<file path="src/rtl/io_pkg.sv">
// Shared types and defaults for the io_unit block.
// Holds the default RX FIFO depth and the input-FSM state encoding.
package io_pkg;

    localparam int RX_DEPTH_DEFAULT = 16;

    typedef enum logic [1:0] {
        IDLE    = 2'd0,
        COLLECT = 2'd1,
        DONE    = 2'd2
    } in_state_t;

endpackage

</file>
<file path="src/rtl/io_if.sv">
// Pipeline/UART side bundle of io_unit.
// master: pipeline + UART driver side; slave: io_unit itself.
interface io_if;

    logic        out_issued;
    logic [7:0]  out_data;
    logic        in_issued;
    logic [31:0] in_data;
    logic        in_valid;
    logic        io_stall;
    logic [7:0]  tx_data;
    logic        tx_valid;
    logic        tx_ready;
    logic [7:0]  rx_data;
    logic        rx_valid;
    logic        rx_overflow;

    modport master (
        output out_issued, out_data, in_issued,
        output tx_ready, rx_data, rx_valid,
        input  in_data, in_valid, io_stall,
        input  tx_data, tx_valid, rx_overflow
    );

    modport slave (
        input  out_issued, out_data, in_issued,
        input  tx_ready, rx_data, rx_valid,
        output in_data, in_valid, io_stall,
        output tx_data, tx_valid, rx_overflow
    );

endinterface

</file>
<file path="src/rtl/io_rx_fifo.sv">
// Byte FIFO for received UART data with a sticky drop flag.
// Ports: push/push_data in, pop in, pop_data/full/empty/overflow out.
module io_rx_fifo
    import io_pkg::*;
#(
    parameter int DEPTH = RX_DEPTH_DEFAULT
) (
    input  logic       clk,
    input  logic       rstn,
    input  logic       push,
    input  logic [7:0] push_data,
    input  logic       pop,
    output logic [7:0] pop_data,
    output logic       full,
    output logic       empty,
    output logic       overflow
);

    localparam int AW = $clog2(DEPTH);
    localparam int PW = AW + 1;

    logic [PW-1:0] wr_ptr_q, wr_ptr_d;
    logic [PW-1:0] rd_ptr_q, rd_ptr_d;
    logic          overflow_q, overflow_d;
    logic [7:0]    mem [DEPTH];
    logic          do_push;
    logic          do_pop;

    // Extra pointer bit separates full from empty when indices match.
    assign empty    = (wr_ptr_q == rd_ptr_q);
    assign full     = (wr_ptr_q[AW] != rd_ptr_q[AW]) &&
                      (wr_ptr_q[AW-1:0] == rd_ptr_q[AW-1:0]);
    assign do_pop   = pop && !empty;
    // A pop frees the slot, so a full FIFO can still take a byte.
    assign do_push  = push && (!full || do_pop);
    assign pop_data = mem[rd_ptr_q[AW-1:0]];
    assign overflow = overflow_q;

    always_comb begin
        wr_ptr_d   = wr_ptr_q;
        rd_ptr_d   = rd_ptr_q;
        overflow_d = overflow_q;
        if (do_push) begin
            wr_ptr_d = wr_ptr_q + 1'b1;
        end
        if (do_pop) begin
            rd_ptr_d = rd_ptr_q + 1'b1;
        end
        if (push && !do_push) begin
            overflow_d = 1'b1;
        end
    end

    always_ff @(posedge clk or negedge rstn) begin
        if (!rstn) begin
            wr_ptr_q   <= '0;
            rd_ptr_q   <= '0;
            overflow_q <= 1'b0;
        end else begin
            wr_ptr_q   <= wr_ptr_d;
            rd_ptr_q   <= rd_ptr_d;
            overflow_q <= overflow_d;
        end
    end

    always_ff @(posedge clk) begin
        if (do_push) begin
            mem[wr_ptr_q[AW-1:0]] <= push_data;
        end
    end

endmodule

</file>
<file path="src/rtl/io_unit.sv">
// Execute-stage IO unit: cin_int word assembly from the RX FIFO, out byte TX.
// Ports: clk, rstn, io (io_if.slave) carrying pipeline and UART signals.
module io_unit
    import io_pkg::*;
#(
    parameter int RX_DEPTH = RX_DEPTH_DEFAULT
) (
    input  logic clk,
    input  logic rstn,
    io_if.slave  io
);

    in_state_t   state_q, state_d;
    logic [1:0]  k_q, k_d;
    logic [31:0] in_data_q, in_data_d;
    logic        in_valid_q, in_valid_d;
    logic        tx_valid_q, tx_valid_d;
    logic [7:0]  tx_data_q, tx_data_d;

    logic        fifo_pop;
    logic [7:0]  fifo_data;
    logic        fifo_full;
    logic        fifo_empty;
    logic        tx_accept;
    logic        in_stall;

    io_rx_fifo #(
        .DEPTH (RX_DEPTH)
    ) u_rx_fifo (
        .clk       (clk),
        .rstn      (rstn),
        .push      (io.rx_valid),
        .push_data (io.rx_data),
        .pop       (fifo_pop),
        .pop_data  (fifo_data),
        .full      (fifo_full),
        .empty     (fifo_empty),
        .overflow  (io.rx_overflow)
    );

    // A cin_int in the same cycle wins; the out waits behind the stall.
    assign tx_accept = io.out_issued && !io.in_issued &&
                       (!tx_valid_q || io.tx_ready);

    always_comb begin
        state_d    = state_q;
        k_d        = k_q;
        in_data_d  = in_data_q;
        in_valid_d = 1'b0;
        fifo_pop   = 1'b0;
        in_stall   = 1'b0;
        unique case (state_q)
            IDLE: begin
                if (io.in_issued) begin
                    in_stall = 1'b1;
                    state_d  = COLLECT;
                    k_d      = 2'd0;
                end
            end
            COLLECT: begin
                in_stall = 1'b1;
                if (!fifo_empty) begin
                    fifo_pop = 1'b1;
                    in_data_d[{k_q, 3'b000} +: 8] = fifo_data;
                    k_d = k_q + 2'd1;
                    if (k_q == 2'd3) begin
                        state_d    = DONE;
                        in_valid_d = 1'b1;
                    end
                end
            end
            DONE: begin
                state_d = IDLE;
            end
            default: begin
                state_d = IDLE;
            end
        endcase
    end

    always_comb begin
        tx_valid_d = tx_valid_q;
        tx_data_d  = tx_data_q;
        if (tx_accept) begin
            tx_valid_d = 1'b1;
            tx_data_d  = io.out_data;
        end else if (io.tx_ready) begin
            tx_valid_d = 1'b0;
        end
    end

    always_ff @(posedge clk or negedge rstn) begin
        if (!rstn) begin
            state_q    <= IDLE;
            k_q        <= 2'd0;
            in_data_q  <= '0;
            in_valid_q <= 1'b0;
            tx_valid_q <= 1'b0;
            tx_data_q  <= '0;
        end else begin
            state_q    <= state_d;
            k_q        <= k_d;
            in_data_q  <= in_data_d;
            in_valid_q <= in_valid_d;
            tx_valid_q <= tx_valid_d;
            tx_data_q  <= tx_data_d;
        end
    end

    // Gated by rstn so the pipeline is never held while in reset.
    assign io.io_stall = rstn &&
                         (in_stall || (io.out_issued && !tx_accept));
    assign io.in_data  = in_data_q;
    assign io.in_valid = in_valid_q;
    assign io.tx_data  = tx_data_q;
    assign io.tx_valid = tx_valid_q;

endmodule

</file>
<file path="src/flat_wrapper.sv">
// flat-port wrapper written by rule: the top's interface ports become plain ports
module io_unit_flat import io_pkg::*;
#(
    parameter int RX_DEPTH = RX_DEPTH_DEFAULT
)
  (clk, rstn, io_out_issued, io_out_data, io_in_issued, io_tx_ready, io_rx_data, io_rx_valid, io_in_data, io_in_valid, io_io_stall, io_tx_data, io_tx_valid, io_rx_overflow);
  io_if io_i ();
  input  logic clk;
  input  logic rstn;
  input wire logic [$bits(io_i.out_issued)-1:0] io_out_issued;
  input wire logic [$bits(io_i.out_data)-1:0] io_out_data;
  input wire logic [$bits(io_i.in_issued)-1:0] io_in_issued;
  input wire logic [$bits(io_i.tx_ready)-1:0] io_tx_ready;
  input wire logic [$bits(io_i.rx_data)-1:0] io_rx_data;
  input wire logic [$bits(io_i.rx_valid)-1:0] io_rx_valid;
  output wire logic [$bits(io_i.in_data)-1:0] io_in_data;
  output wire logic [$bits(io_i.in_valid)-1:0] io_in_valid;
  output wire logic [$bits(io_i.io_stall)-1:0] io_io_stall;
  output wire logic [$bits(io_i.tx_data)-1:0] io_tx_data;
  output wire logic [$bits(io_i.tx_valid)-1:0] io_tx_valid;
  output wire logic [$bits(io_i.rx_overflow)-1:0] io_rx_overflow;
  assign io_i.out_issued = io_out_issued;
  assign io_i.out_data = io_out_data;
  assign io_i.in_issued = io_in_issued;
  assign io_i.tx_ready = io_tx_ready;
  assign io_i.rx_data = io_rx_data;
  assign io_i.rx_valid = io_rx_valid;
  assign io_in_data = io_i.in_data;
  assign io_in_valid = io_i.in_valid;
  assign io_io_stall = io_i.io_stall;
  assign io_tx_data = io_i.tx_data;
  assign io_tx_valid = io_i.tx_valid;
  assign io_rx_overflow = io_i.rx_overflow;
  io_unit #(.RX_DEPTH(RX_DEPTH)) u_core (.clk(clk), .rstn(rstn), .io(io_i));
endmodule
</file>
<file path="config.mk">
export PLATFORM = sky130hd
export DESIGN_NAME = io_unit_flat
export DESIGN_NICKNAME = d
export VERILOG_FILES = /design/src/rtl/io_pkg.sv /design/src/rtl/io_if.sv /design/src/rtl/io_rx_fifo.sv /design/src/rtl/io_unit.sv /design/src/flat_wrapper.sv
export SDC_FILE = /design/constraint.sdc
export NUM_CORES = 1
export LEC_CHECK = 0
export CAP_MARGIN = 20
export CORE_AREA = 2 2 149 187
export DETAILED_ROUTE_END_ITERATION = 8
export DIE_AREA = 0 0 151 189
export HOLD_SLACK_MARGIN = 0.12
export PLACE_DENSITY = 0.45
export SETUP_SLACK_MARGIN = 0.4
export SLEW_MARGIN = 20
export SYNTH_ARGS = -nofsm -noshare
export SYNTH_HDL_FRONTEND = slang
export SYNTH_SLANG_ARGS = --single-unit
</file>
<file path="constraint.sdc">
create_clock -name clk -period 2.3 [get_ports clk]
set_clock_uncertainty 0.05 [all_clocks]
set_input_delay 0.575 -clock clk [delete_from_list [all_inputs] [get_ports clk]]
set_output_delay 0.575 -clock clk [all_outputs]
set_load 0.005 [all_outputs]
</file>
==> Yosys cells after proc, flatten, opt, wreduce, memory -nomap -nowiden <==
Memories as Yosys holds them, arrays and structs flattened.
Cells that the tools add are included.
{ "op_classes": {"addsub": 4, "eq_ne": 8, "n_shift": 2, "mux": 19, "bitwise": 1, "n_reduce_logical": 23} }
{ "op_table": {"columns": ["operator", "n"], "rows": [
  ["bitwise mux 32 bit", 1],
  ["variable shift 8 x 7 -> 32 bit, first input constant", 1],
  ["variable part select 8 x 7 -> 32 bit", 1],
  ["adder 5 x 1 -> 5 bit, second input constant", 2],
  ["2-to-1 mux 1 bit", 10],
  ["2-to-1 mux 2 bit", 5],
  ["logical AND 1 bit", 8],
  ["case mux 2 bit (2 select lines)", 2],
  ["negator 5 -> 7 bit", 1],
  ["zero test 1 bit", 6],
  ["AND reduction 3 bit", 2],
  ["equality test 5 bit", 1],
  ["equality test 4 bit", 1],
  ["!= test 2 bit, second input constant", 2],
  ["nonzero test 2 bit", 2],
  ["logical OR 1 bit", 3],
  ["adder 2 x 1 -> 2 bit, second input constant", 1],
  ["equality test 2 x 1 -> 1 bit, second input constant", 1],
  ["equality test 2 bit, second input constant", 1],
  ["zero test 2 bit", 1],
  ["!= test 2 x 1 -> 1 bit, second input constant", 1],
  ["case mux 1 bit (2 select lines)", 1],
  ["AND reduction 2 bit", 1],
  ["!= test 1 bit", 1],
  ["NOT 1 bit", 1]
]} }
{ "totals": {"ff_bits": 57, "ram_bits": 128, "input_bits": 22, "mem_count": 1} }
{ "mem_list": {"columns": ["memory", "depth", "width", "rd", "rd_clocked_by_memory_dff", "wr", "line_no", "source"], "rows": [
  ["u_core.u_rx_fifo.mem", 16, 8, 1, 0, 1, "io_rx_fifo.sv:25", "logic [7:0] mem [DEPTH];"]
]} }

==> Logic depth before layout (Yosys ltp) <==
Gate-level depths: netlist of the first run.
{ "logic_depth": {"depth_word": 8, "ltp_mapped": 7, "depth_no_buf": 5} }

==> By module <==
From an unflattened synthesis of the first run, not the netlist that was laid out.
{ "hier_totals": {"cells_unflattened": 426, "area_unflattened_um2": 7599.8} }
{ "modules_own_cells": {"columns": ["module", "n_inst", "cells_per_inst", "area_per_inst_um2", "seq_area_each_um2"], "rows": [
  ["io_rx_fifo", 1, 282, 5714.2, 4119.0],
  ["io_unit", 1, 144, 1885.6, 1151.1]
]} }

==> Worst setup path before layout of the first run <==
OpenSTA, ideal clock, no wires.
{ "synth_timing": {"path_kind": "register to register", "start": "register u_core.u_rx_fifo.rd_ptr_q[1]", "end": "memory u_core.u_rx_fifo.mem[0][0], enable pin", "arrival_ns": 1.836, "t_required_ns": 1.867, "path_slack_ns": 0.031, "stages_incl_launch_ff": 8, "path_buffers": 2, "period_less_slack_ns": 2.269, "path_cell_list": "dfrtp_1 > buf_2 > xnor2_1 > nand4_4 > o31a_1 > buf_4 > nand2_1 > nor3_1"} }
{ "synth_between": {"elab_chain_len": 8, "elab_cells_between_ends": 12, "cone_classes": "eq/ne (2); mux (4); reduce/logical (6)"} }
{ "synth_lines": {"columns": ["element", "line_no", "source"], "rows": [
  ["start: declaration", "io_rx_fifo.sv:23", "logic [PW-1:0] rd_ptr_q, rd_ptr_d;"],
  ["start signal: assignment", "io_rx_fifo.sv:61", "rd_ptr_q <= rd_ptr_d;"],
  ["equality test 5 bit", "io_rx_fifo.sv:30", "assign empty = (wr_ptr_q == rd_ptr_q);"],
  ["2-to-1 mux 1 bit", "io_unit.sv:62", "if (!fifo_empty) begin"],
  ["2-to-1 mux 1 bit", "io_unit.sv:52", "unique case (state_q)"],
  ["logical AND 1 bit", "io_rx_fifo.sv:33", "assign do_pop = pop && !empty;"],
  ["logical OR 1 bit *", "io_rx_fifo.sv:35", "assign do_push = push && (!full || do_pop);"],
  ["logical AND 1 bit *", "io_rx_fifo.sv:35", null],
  ["2-to-1 mux 1 bit *", "io_rx_fifo.sv:67", "if (do_push) begin"],
  ["2-to-1 mux 1 bit (not written as such) *", "io_rx_fifo.sv:68", "mem[wr_ptr_q[AW-1:0]] <= push_data;"],
  ["end: declaration", "io_rx_fifo.sv:25", null]
]} }
Every way passes the cells marked *; elsewhere a longest branch is shown, timed or not.

==> Worst setup path after layout of the first run <==
{ "layout_timing": {"start": "register u_core.u_rx_fifo.rd_ptr_q[0]", "end": "register u_core.in_data_q[16], in the netlist u_core.io.in_data[16]"} }
{ "layout_between": {"elab_chain_len": 3, "elab_cells_between_ends": 6, "cone_classes": "eq/ne (1); shift (1); mux (1); bitwise (1); reduce/logical (1); memory (1)"} }
{ "layout_lines": {"columns": ["element", "line_no", "source"], "rows": [
  ["memory (16 x 8 bit) / equality test 5 bit (equally long branches)", null, null],
  ["variable part select 8 x 7 -> 32 bit / NOT 1 bit (equally long branches)", null, null],
  ["bitwise mux 32 bit / AND reduction 2 bit (equally long branches)", null, null],
  ["end signal: assignment", "io_unit.sv:103", "in_data_q <= in_data_d;"],
  ["end: declaration", "io_unit.sv:15", "logic [31:0] in_data_q, in_data_d;"]
]} }
Parallel ways exist; a longest one is shown, timed or not.
A chain may end at the register's enable or synchronous reset.

==> impl_metrics.json, run 1 <==
{
  "root_buffer": "clkbuf_16",
  "h-tree-depth": 4,
  "finalHoldViolCount": 0,
  "grt_usage": 0.1261,
  "ys_seq_area_frac": 0.7133,
  "ys.flop_type": "edfxtp_1",
  "drt_iter0_markers": 223,
  "num_antenna_cells": 0,
  "start_util": 0.2772,
  "total_leakage_power_nw": 3.870,
  "die_x_um": 151,
  "crit_type": "reg2reg",
  "rsz0062_at_grt": "true",
  "cts_tree": "done",
  "fmax_mhz": 487.8,
  "drive_gt1_frac": 0.4058,
  "worst_pin_slew_ps": 720.2,
  "grt_pass1_vias": 4318,
  "critPathBufInv": 2,
  "cts.sinks": 185,
  "setup_viol_count_final": 0,
  "yosys.area_share.simple": 0.04657,
  "grt_pass1_wl_um": 26640,
  "final_cells": 897,
  "synth_xor_area_frac": 0.01761,
  "outcome": "finished, final reports clean",
  "synthTopCellsByArea": "edfxtp_1, dfrtp_1, mux4_2, a22o_1, ha_1",
  "synth_compound_area_frac": 0.07417,
  "cp.required_ps": 2570,
  "drv_slew": 0,
  "syn_avg_cell_area_um2": 18.66,
  "ant_nets": 0,
  "ys_ff_latch": 185,
  "wl_per_cell_um": 19.39,
  "peakVddDrop_mv": 0.5350,
  "avgViaCountPerCell": 4.592,
  "std_cell_rows": 67,
  "cp_max_fo": 5,
  "crit_arrival_ps": 2320,
  "r2r_slack_ps": 250,
  "period_minus_slack_ps": 2050,
  "yosys.cell_types.count": 43,
  "powerDensity_nw_per_um2": 1248,
  "synth-edff-count": 128,
  "cap_violations": 0,
  "min_period_over_period": 0.8912,
  "wl_um": 17390,
  "synth_top_family_by_area": "multiplexers",
  "cts_made_buffers": 17,
  "synth_area_um2": 7388,
  "clk_transition_reported_paths_ps": 70,
  "first_pass_iters": 4,
  "drc": 0,
  "worst-r2r-cell-count": 6,
  "reg2reg_to": "u_core.io.in_data[16]",
  "synth_area_leader_cell": "edfxtp_1",
  "design.die.area_um2": 28540,
  "synthCells": 396,
  "hold_slack_ps": 259.1,
  "path_cells": "clkbuf_16 > buf_6 > mux4_2 > a22oi_2 > nand2_2 > a22o_1",
  "cp-start-kind": "flop",
  "slew_headroom": 0.5198,
  "num_vias": 4119,
  "io_buffers": 65,
  "synthMuxAreaShare": 0.1126,
  "insertion_delay_ps": 430,
  "dp_cells": 839,
  "hp-class": "in2async",
  "grt_overflow": 0,
  "synth_top_cell_area_share": 0.5202,
  "place_congestion": 0.7275,
  "hpwl_um": 11670,
  "setup.worst_path.end_class": "flop",
  "area_delta_synth_final_pct": 37.34,
  "cpLargestDelayFamily": "multiplexers",
  "slowest_delay_ps": 500,
  "worstReg2RegStart": "u_core.u_rx_fifo.rd_ptr_q[0]",
  "num_io_pins": 66,
  "synthAdderAreaFrac": 0.01863,
  "yosysWarnings": 0,
  "cp_slowest_cell": "mux4_2",
  "synth_nets": 429,
  "grt_max_degree": 58,
  "core_area_um2": 26660,
  "nets": 572,
  "antenna_found_initial": 0,
  "die_h_um": 189,
  "synth-async-reset-ratio": 0.3081,
  "clock_path_buffers": 2
}
power breakdown:
part | switching (mW) | internal (mW) | total [mW]
sequential | 0.345 | 4.14 | 4.49
combinational | 2.82 | 2.53 | 5.36
clock | 1.35 | 1.47 | 2.82
cell usage after synthesis (2+ instances only):
cell	number
o211ai_2	3
nor2_1	14
buf_6	2
buf_2	4
nand3_1	3
nand2_1	13
xor2_1	2
clkbuf_1	6
o21ai_0	2
a22oi_1	16
dfrtp_1	57
a22o_1	34
nor4_4	3
inv_1	8
mux2_2	9
nor3_1	5
and3_1	2
o21bai_1	2
nand2b_1	5
ha_1	11
edfxtp_1	128
xnor2_1	11
nor2b_1	3
buf_4	3
mux4_2	32
layer usage:
metal  track usage  vias up  share of wire
li1              -     1861              -
met1        0.1712     2154           0.44
met2        0.2021       89           0.50
met3       0.02795       15          0.039
met4       0.03810        0          0.017
met5             0        -              0
registers in the layout, indices dropped and copies added, names as in the netlist:
| signal | count |
|---|---|
| u_core.k_q | 2 |
| u_core.io.in_valid | 1 |
| u_core.io.in_data | 32 |
| u_core.io.tx_valid | 1 |
| u_core.u_rx_fifo.overflow | 1 |
| u_core.u_rx_fifo.rd_ptr_q | 5 |
| u_core.u_rx_fifo.mem | 128 |
| u_core.state_q | 2 |
| u_core.u_rx_fifo.wr_ptr_q | 5 |
| u_core.io.tx_data | 8 |
layout by cell type (no fill, tap or decap), types with 5 or more instances in the layout:
cell / n
a22o_1: 34
a22oi_2: 16
buf_12: 17
buf_4: 44
buf_6: 12
clkbuf_16: 19
clkdlybuf4s50_1: 17
dfrtp_1: 56
dlygate4sd2_1: 43
edfxtp_1: 128
ha_1: 11
inv_1: 6
inv_6: 5
mux2_2: 9
mux4_2: 32
nand2_2: 8
nor2_2: 7
xnor2_2: 6
kinds of logic after synthesis:
kind of cell | Yosys count
XOR/XNOR | 14
buffers and inverters | 25
AND/OR/NAND/NOR | 54
flip-flops | 185
AO/OA/AOI/OAI | 65
adder cells (fa/ha/maj) | 11
multiplexers | 42
worst max-delay path by stage:
stage                                       startpoint                           to  slack, ps  cells after the start
after global routing      u_core.u_rx_fifo.rd_ptr_q[0]        u_core.io.in_data[18]        200                      6
after detailed placement                  io_in_issued                  io_io_stall       -430                      6
final                     u_core.u_rx_fifo.rd_ptr_q[0]        u_core.io.in_data[16]        250                      6
after global placement                    io_in_issued                  io_io_stall       -340                      6
after CTS                 u_core.u_rx_fifo.rd_ptr_q[0]  u_core.u_rx_fifo.mem[15][2]        230                      8
after floorplan           u_core.u_rx_fifo.rd_ptr_q[1]   u_core.u_rx_fifo.mem[7][0]        400                      7
metrics by stage:
step	cell area [um2]	setup slack, ps	utilization	power, mW	TNS, ps
2_1_floorplan	7517	401.1	-	7.146	0
3_3_place_gp	9077	-341.8	0.3405	9.198	-341.8
3_5_place_dp	9077	-429.3	0.3405	9.228	-429.3
4_1_cts	9950	225.1	0.3732	12.52	0
5_1_grt	10150	195.3	0.3806	13.35	0
6_report	10150	250.2	0.3806	12.66	0
repair_timing:
action                     in CTS  in global routing
gates cloned                    1                  1
resized for setup              93                 34
setup endpoints to repair     208                172
buffers inserted               18                  6
pin swaps                      42                  9
hold buffers                    0                  0
cell type report:
cell class / count / area (um2)
repair buffers: 141 / 1448
flip-flops and latches: 185 / 5271
inverters: 8 / 30.03
clock inverters: 13 / 126.4
fillers: 2480 / 16510
well taps: 345 / 431.7
multi-input cells: 186 / 2397
clock buffers: 19 / 442.9
(Power assumes the default switching activity.)
==> inputs of run 2 (changes only) <==
Settings changed: CORE_AREA 2 2 149 187 to 5 5 152 190, DIE_AREA 0 0 151 189 to 0 0 157 195.
==> run 2 against run 1 <==
Flip-flop and latch count stayed put. Combinational power is 3% lower. Critical path depth stayed put. Clock power is 3% lower. Global-route usage is 1.4 points lower. Wire length is 5.0% lower.
==> impl_metrics.json, run 2 (synthesis gave the netlist of run 1 again) <==
{
  "outcome": "finished, final reports clean",
  "p_int_mw": 8.080,
  "peakVddDrop_mv": 0.5289,
  "fmax_mhz": 494.8,
  "worst-r2r-cell-count": 6,
  "drv_slew": 0,
  "grt_pass1_vias": 4484,
  "rsz0062_at_grt": "true",
  "h-tree-depth": 4,
  "drc": 0,
  "drt_iter0_markers": 217,
  "final_cell_mix": "edfxtp_1, dfrtp_1, dlygate4sd2_1",
  "grt_max_degree": 58,
  "tns_ps": 0,
  "clk_transition_reported_paths_ps": 70,
  "power_frac_seq": 0.362,
  "largest_reg_flops": 128,
  "crit_type": "reg2reg",
  "finalHoldViolCount": 0,
  "cp.required_ps": 2560,
  "num_vias": 4055,
  "final_util": 0.3795,
  "period_minus_slack_ps": 2021,
  "place_area_um2": 9085,
  "crit_arrival_ps": 2280,
  "crit_start": "u_core.u_rx_fifo.rd_ptr_q[0]",
  "drive_gt1_frac": 0.3901,
  "cap_violations": 0,
  "worstReg2RegStart": "u_core.u_rx_fifo.rd_ptr_q[0]",
  "grt_overflow": 0,
  "wl_per_cell_um": 18.54,
  "grt_pass1_wl_um": 26420,
  "area_delta_synth_final_pct": 37.34,
  "ant_nets": 0,
  "avgViaCountPerCell": 4.551,
  "powerDensity_nw_per_um2": 1227,
  "place_worst_setup_slack_ps": -374.0,
  "total_leakage_power_nw": 3.843,
  "cts.sinks": 185,
  "netSwitchingFraction": 0.3513,
  "clock_path_buffers": 2,
  "reg2reg_to": "u_core.io.in_data[4]",
  "timing.final.ws_setup_ps": 279.2,
  "worst_pin_slew_ps": 735.7,
  "core_area_um2": 26740,
  "die_h_um": 195,
  "cp-start-kind": "flop",
  "slew_headroom": 0.5096,
  "p_switching_mw": 4.375,
  "p_clk_frac": 0.220,
  "r2r_slack_ps": 280,
  "final_common_cell": "edfxtp_1",
  "first_pass_iters": 4,
  "setup.worst_path.end_class": "flop",
  "crit_end": "u_core.io.in_data[4]",
  "die_x_um": 157,
  "place_congestion": 0.7608,
  "cts_tree": "done",
  "grt_usage": 0.1123,
  "cp_max_fo": 7,
  "setup_viol_count_final": 0,
  "design_area_um2": 10150,
  "antenna_found_initial": 0,
  "io_buffers": 65,
  "min_period_over_period": 0.8786,
  "wl_um": 16520,
  "hp-class": "in2async",
  "nets": 566,
  "hpwl_um": 11520,
  "num_antenna_cells": 0,
  "combPwrFrac": 0.418,
  "num_io_pins": 66,
  "cts_made_buffers": 17,
  "insertion_delay_ps": 420,
  "std_cell_rows": 67,
  "root_buffer": "clkbuf_16",
  "design.die.area_um2": 30620,
  "start_util": 0.2763
}
run 2: cell types whose count changed in the layout (fill, tap and decap cells not counted), moves of 2 or more:
cell       before  now
buf_12         17   20
nor2_4          4   10
nor2_2          7    1
buf_4          44   34
clkbuf_16      19   17
clkinv_2        0    2
clkinv_4        3    0
run 2: critical path: stages (launching register included):
cell	delay, ps
dfrtp_2	530
buf_6	160
buf_16	130
mux4_2	530
a22oi_2	180
nand2_2	130
a22o_1	200
run 2: stage by stage:
step	hold slack, ps	instances	power (mW)
2_1_floorplan	229.4	396	7.146
3_3_place_gp	391.5	835	9.120
3_5_place_dp	398.4	835	9.158
4_1_cts	292.9	890	12.48
5_1_grt	358.0	891	13.16
6_report	283.7	891	12.46
run 2: what timing repair did:
action / CTS / global route
endpoints found under the hold margin: 0 / 0
hold buffers: 0 / 0
cloned: 1 / 0
endpoints found under the setup margin: 199 / 180
resized for setup: 96 / 38
setup buffers: 22 / 1
pin swaps: 35 / 29
run 2: worst min-delay path by stage:
| stage | startpoint | slack, ps | depth (start not counted) | endpoint |
|---|---|---|---|---|
| floorplan | rstn | 230 | 0 | u_core.io.in_data[0] |
| global placement | u_core.u_rx_fifo.overflow | 390 | 1 | u_core.u_rx_fifo.overflow |
| detailed placement | u_core.u_rx_fifo.overflow | 400 | 1 | u_core.u_rx_fifo.overflow |
| CTS | rstn | 290 | 2 | u_core.io.tx_data[3] |
| global route | rstn | 360 | 2 | u_core.io.tx_data[5] |
| finish | rstn | 280 | 2 | u_core.u_rx_fifo.rd_ptr_q[4] |
run 2: final cells by class:
cell class / instances / area (um2)
Clock buffer: 20 / 446.7
Multi-Input combinational cell: 186 / 2421
Fill cell: 2467 / 16590
Tap cell: 345 / 431.7
Clock inverter: 12 / 103.9
Inverter: 8 / 32.53
Timing Repair Buffer: 135 / 1440
Sequential cell: 185 / 5271
run 2: routing by layer:
layer	track usage	vias to the layer above	share of wire
met5	0	-	0
met3	0.02724	9	0.045
met1	0.1433	2109	0.42
li1	-	1847	-
met2	0.1938	90	0.52
met4	0.02379	0	0.0077
run 2: power groups by stage:
| stage | Combinational, mW | Sequential (mW) | Clock [mW] |
|---|---|---|---|
| 2_1_floorplan | 2.74 | 4.40 | 0 |
| 4_1_cts | 5.14 | 4.50 | 2.83 |
| 3_3_place_gp | 4.57 | 4.55 | 0 |
| 6_report | 5.20 | 4.51 | 2.74 |
| 3_5_place_dp | 4.59 | 4.57 | 0 |
| 5_1_grt | 5.63 | 4.57 | 2.97 |
==> inputs of run 3 (changes only) <==
Settings changed: PLACE_DENSITY 0.45 to default.
==> run 3 against run 2 <==
Maximum frequency rose by 0.46%. Sequential power hardly changed. Clock-buffer cell count fell by 3. Combinational power increased by 3%. Sequential share of layout area down 0.65 points. Worst setup slack better by 9.2 ps. Power grew 2.1%. Die area stayed put. Register-to-register slack about the same. Critical endpoint is now u_core.io.in_data[18]. Via count increased by 2.4%.
==> impl_metrics.json, run 3 (synthesis gave the netlist of run 1 again) <==
{
  "outcome": "finished, final reports clean",
  "crit_arrival_ps": 2280,
  "antenna_found_initial": 0,
  "period_minus_slack_ps": 2012,
  "area_delta_synth_final_pct": 39.12,
  "cts_made_buffers": 17,
  "cts.sinks": 185,
  "power_frac_seq": 0.354,
  "combPwrFrac": 0.422,
  "num_io_pins": 66,
  "grt_pass1_vias": 4482,
  "drv_slew": 0,
  "fmax_mhz": 497.1,
  "hold_slack_ps": 256.4,
  "grt_usage": 0.1122,
  "drt_iter0_markers": 233,
  "peakVddDrop_mv": 0.5846,
  "largest_reg_flops": 128,
  "cp_max_fo": 5,
  "clk_transition_reported_paths_ps": 70,
  "core_area_um2": 26740,
  "wl_per_cell_um": 18.72,
  "grt_max_degree": 58,
  "p_int_mw": 8.284,
  "wl_um": 16910,
  "finalHoldViolCount": 0,
  "fillers": 2402,
  "start_util": 0.2763,
  "hpwl_um": 11320,
  "io_buffers": 65,
  "cp.required_ps": 2570,
  "slowest_delay_ps": 550,
  "design.die.area_um2": 30620,
  "grt_overflow": 0,
  "final_util": 0.3844,
  "path_common_cell": "buf_12",
  "cp-start-kind": "flop",
  "first_pass_iters": 4,
  "path_cells": "buf_12 > buf_12 > mux4_2 > a22oi_2 > nand2_2 > a22o_1",
  "min_period_over_period": 0.8746,
  "p_switching_mw": 4.429,
  "worst_pin_slew_ps": 788.1,
  "grt_pass1_wl_um": 26300,
  "p_clk_frac": 0.224,
  "netSwitchingFraction": 0.3484,
  "nets": 579,
  "cp_slowest_cell": "mux4_2",
  "hp-class": "in2async",
  "powerDensity_nw_per_um2": 1237,
  "drc": 0,
  "final_common_cell": "edfxtp_1",
  "cts_tree": "done",
  "p_total_mw": 12.71,
  "avgViaCountPerCell": 4.599,
  "place_congestion": 0.7464,
  "final_cell_mix": "edfxtp_1, dfrtp_1, buf_4",
  "crit_type": "reg2reg",
  "setup_viol_count_final": 0,
  "std_cell_rows": 67,
  "setup.worst_path.end_class": "flop",
  "h-tree-depth": 4,
  "drive_gt1_frac": 0.4122,
  "total_leakage_power_nw": 3.915,
  "root_buffer": "clkbuf_16",
  "die_x_um": 157,
  "num_antenna_cells": 0,
  "rsz0062_at_grt": "true",
  "cap_violations": 0,
  "slew_headroom": 0.4735,
  "insertion_delay_ps": 430,
  "clock_path_buffers": 2,
  "die_h_um": 195,
  "ant_nets": 0,
  "num_vias": 4153
}
-- run 3: cell types whose count changed in the layout (fill, tap and decap cells not counted), sizes merged --
cell | previous run | this run
inv | 17 | 16
clkdlybuf4s15 | 1 | 0
clkinvlp | 1 | 2
bufinv | 0 | 1
clkbuf | 22 | 21
clkinv | 2 | 3
buf | 72 | 84
-- run 3: worst max-delay path: cells and delay by family, from the launching register on --
family	cells	cell delay, ps
AND/OR/NAND/NOR	1	140
flip-flops	1	400
multiplexers	1	550
AO/OA/AOI/OAI	2	480
buffers and inverters	2	280
-- run 3: repair_timing --
action | in CTS | in global routing
pin swaps | 53 | 16
cloned | 2 | 1
buffers inserted | 32 | 7
gates resized for setup | 104 | 23
setup endpoints to repair | 204 | 174
hold buffers | 0 | 0
-- run 3: through the flow --
step                      setup WS (ps)  area, um2  TNS [ps]  std cells
after floorplan                   401.1       7517         0        396
after global placement           -359.0       9035    -359.0        830
after detailed placement         -415.2       9035    -415.2        830
after CTS                         296.3      10130         0        895
after global routing              238.1      10280         0        903
final                             288.4      10280         0        903
-- run 3: power groups by stage --
| stage | Combinational [mW] | Sequential (mW) | Clock, mW |
|---|---|---|---|
| global placement | 4.37 | 4.53 | 0 |
| CTS | 5.24 | 4.49 | 2.91 |
| finish | 5.37 | 4.50 | 2.85 |
| detailed placement | 4.46 | 4.57 | 0 |
| floorplan | 2.74 | 4.40 | 0 |
| global route | 5.76 | 4.56 | 3.05 |
-- run 3: final timing paths --
kind                                         startpoint                           end  slack, ps  cells after the start
setup / recovery           u_core.u_rx_fifo.rd_ptr_q[0]         u_core.io.in_data[18]        290                      6
hold / removal                                     rstn          u_core.io.tx_data[5]        260                      2
setup reg to reg           u_core.u_rx_fifo.rd_ptr_q[0]         u_core.io.in_data[18]        290                      6
hold reg to reg               u_core.u_rx_fifo.overflow     u_core.u_rx_fifo.overflow        410                      1
max in group asynchronous                          rstn  u_core.u_rx_fifo.rd_ptr_q[1]       1460                      2
min in group clk                            io_tx_ready            u_core.io.tx_valid        330                      2
-- run 3: layer usage --
| metal | up-vias | wire length [um] | global-route usage |
|---|---|---|---|
| li1 | 1877 | - | - |
| met1 | 2165 | 7114 | 0.1460 |
| met2 | 93 | 8775 | 0.1908 |
| met3 | 18 | 825 | 0.02214 |
| met4 | 0 | 189 | 0.03087 |
| met5 | - | 0 | 0 |
-- run 3: cell type report --
class                           count  area, um2  share of cell area
Multi-Input combinational cell    186       2415              0.2349
Clock inverter                     14      153.9             0.01497
Clock buffer                       17      425.4             0.04139
Tap cell                          345      431.7             0.04200
Inverter                            8      30.03            0.002921
Timing Repair Buffer              148       1550              0.1508
Sequential cell                   185       5273              0.5130
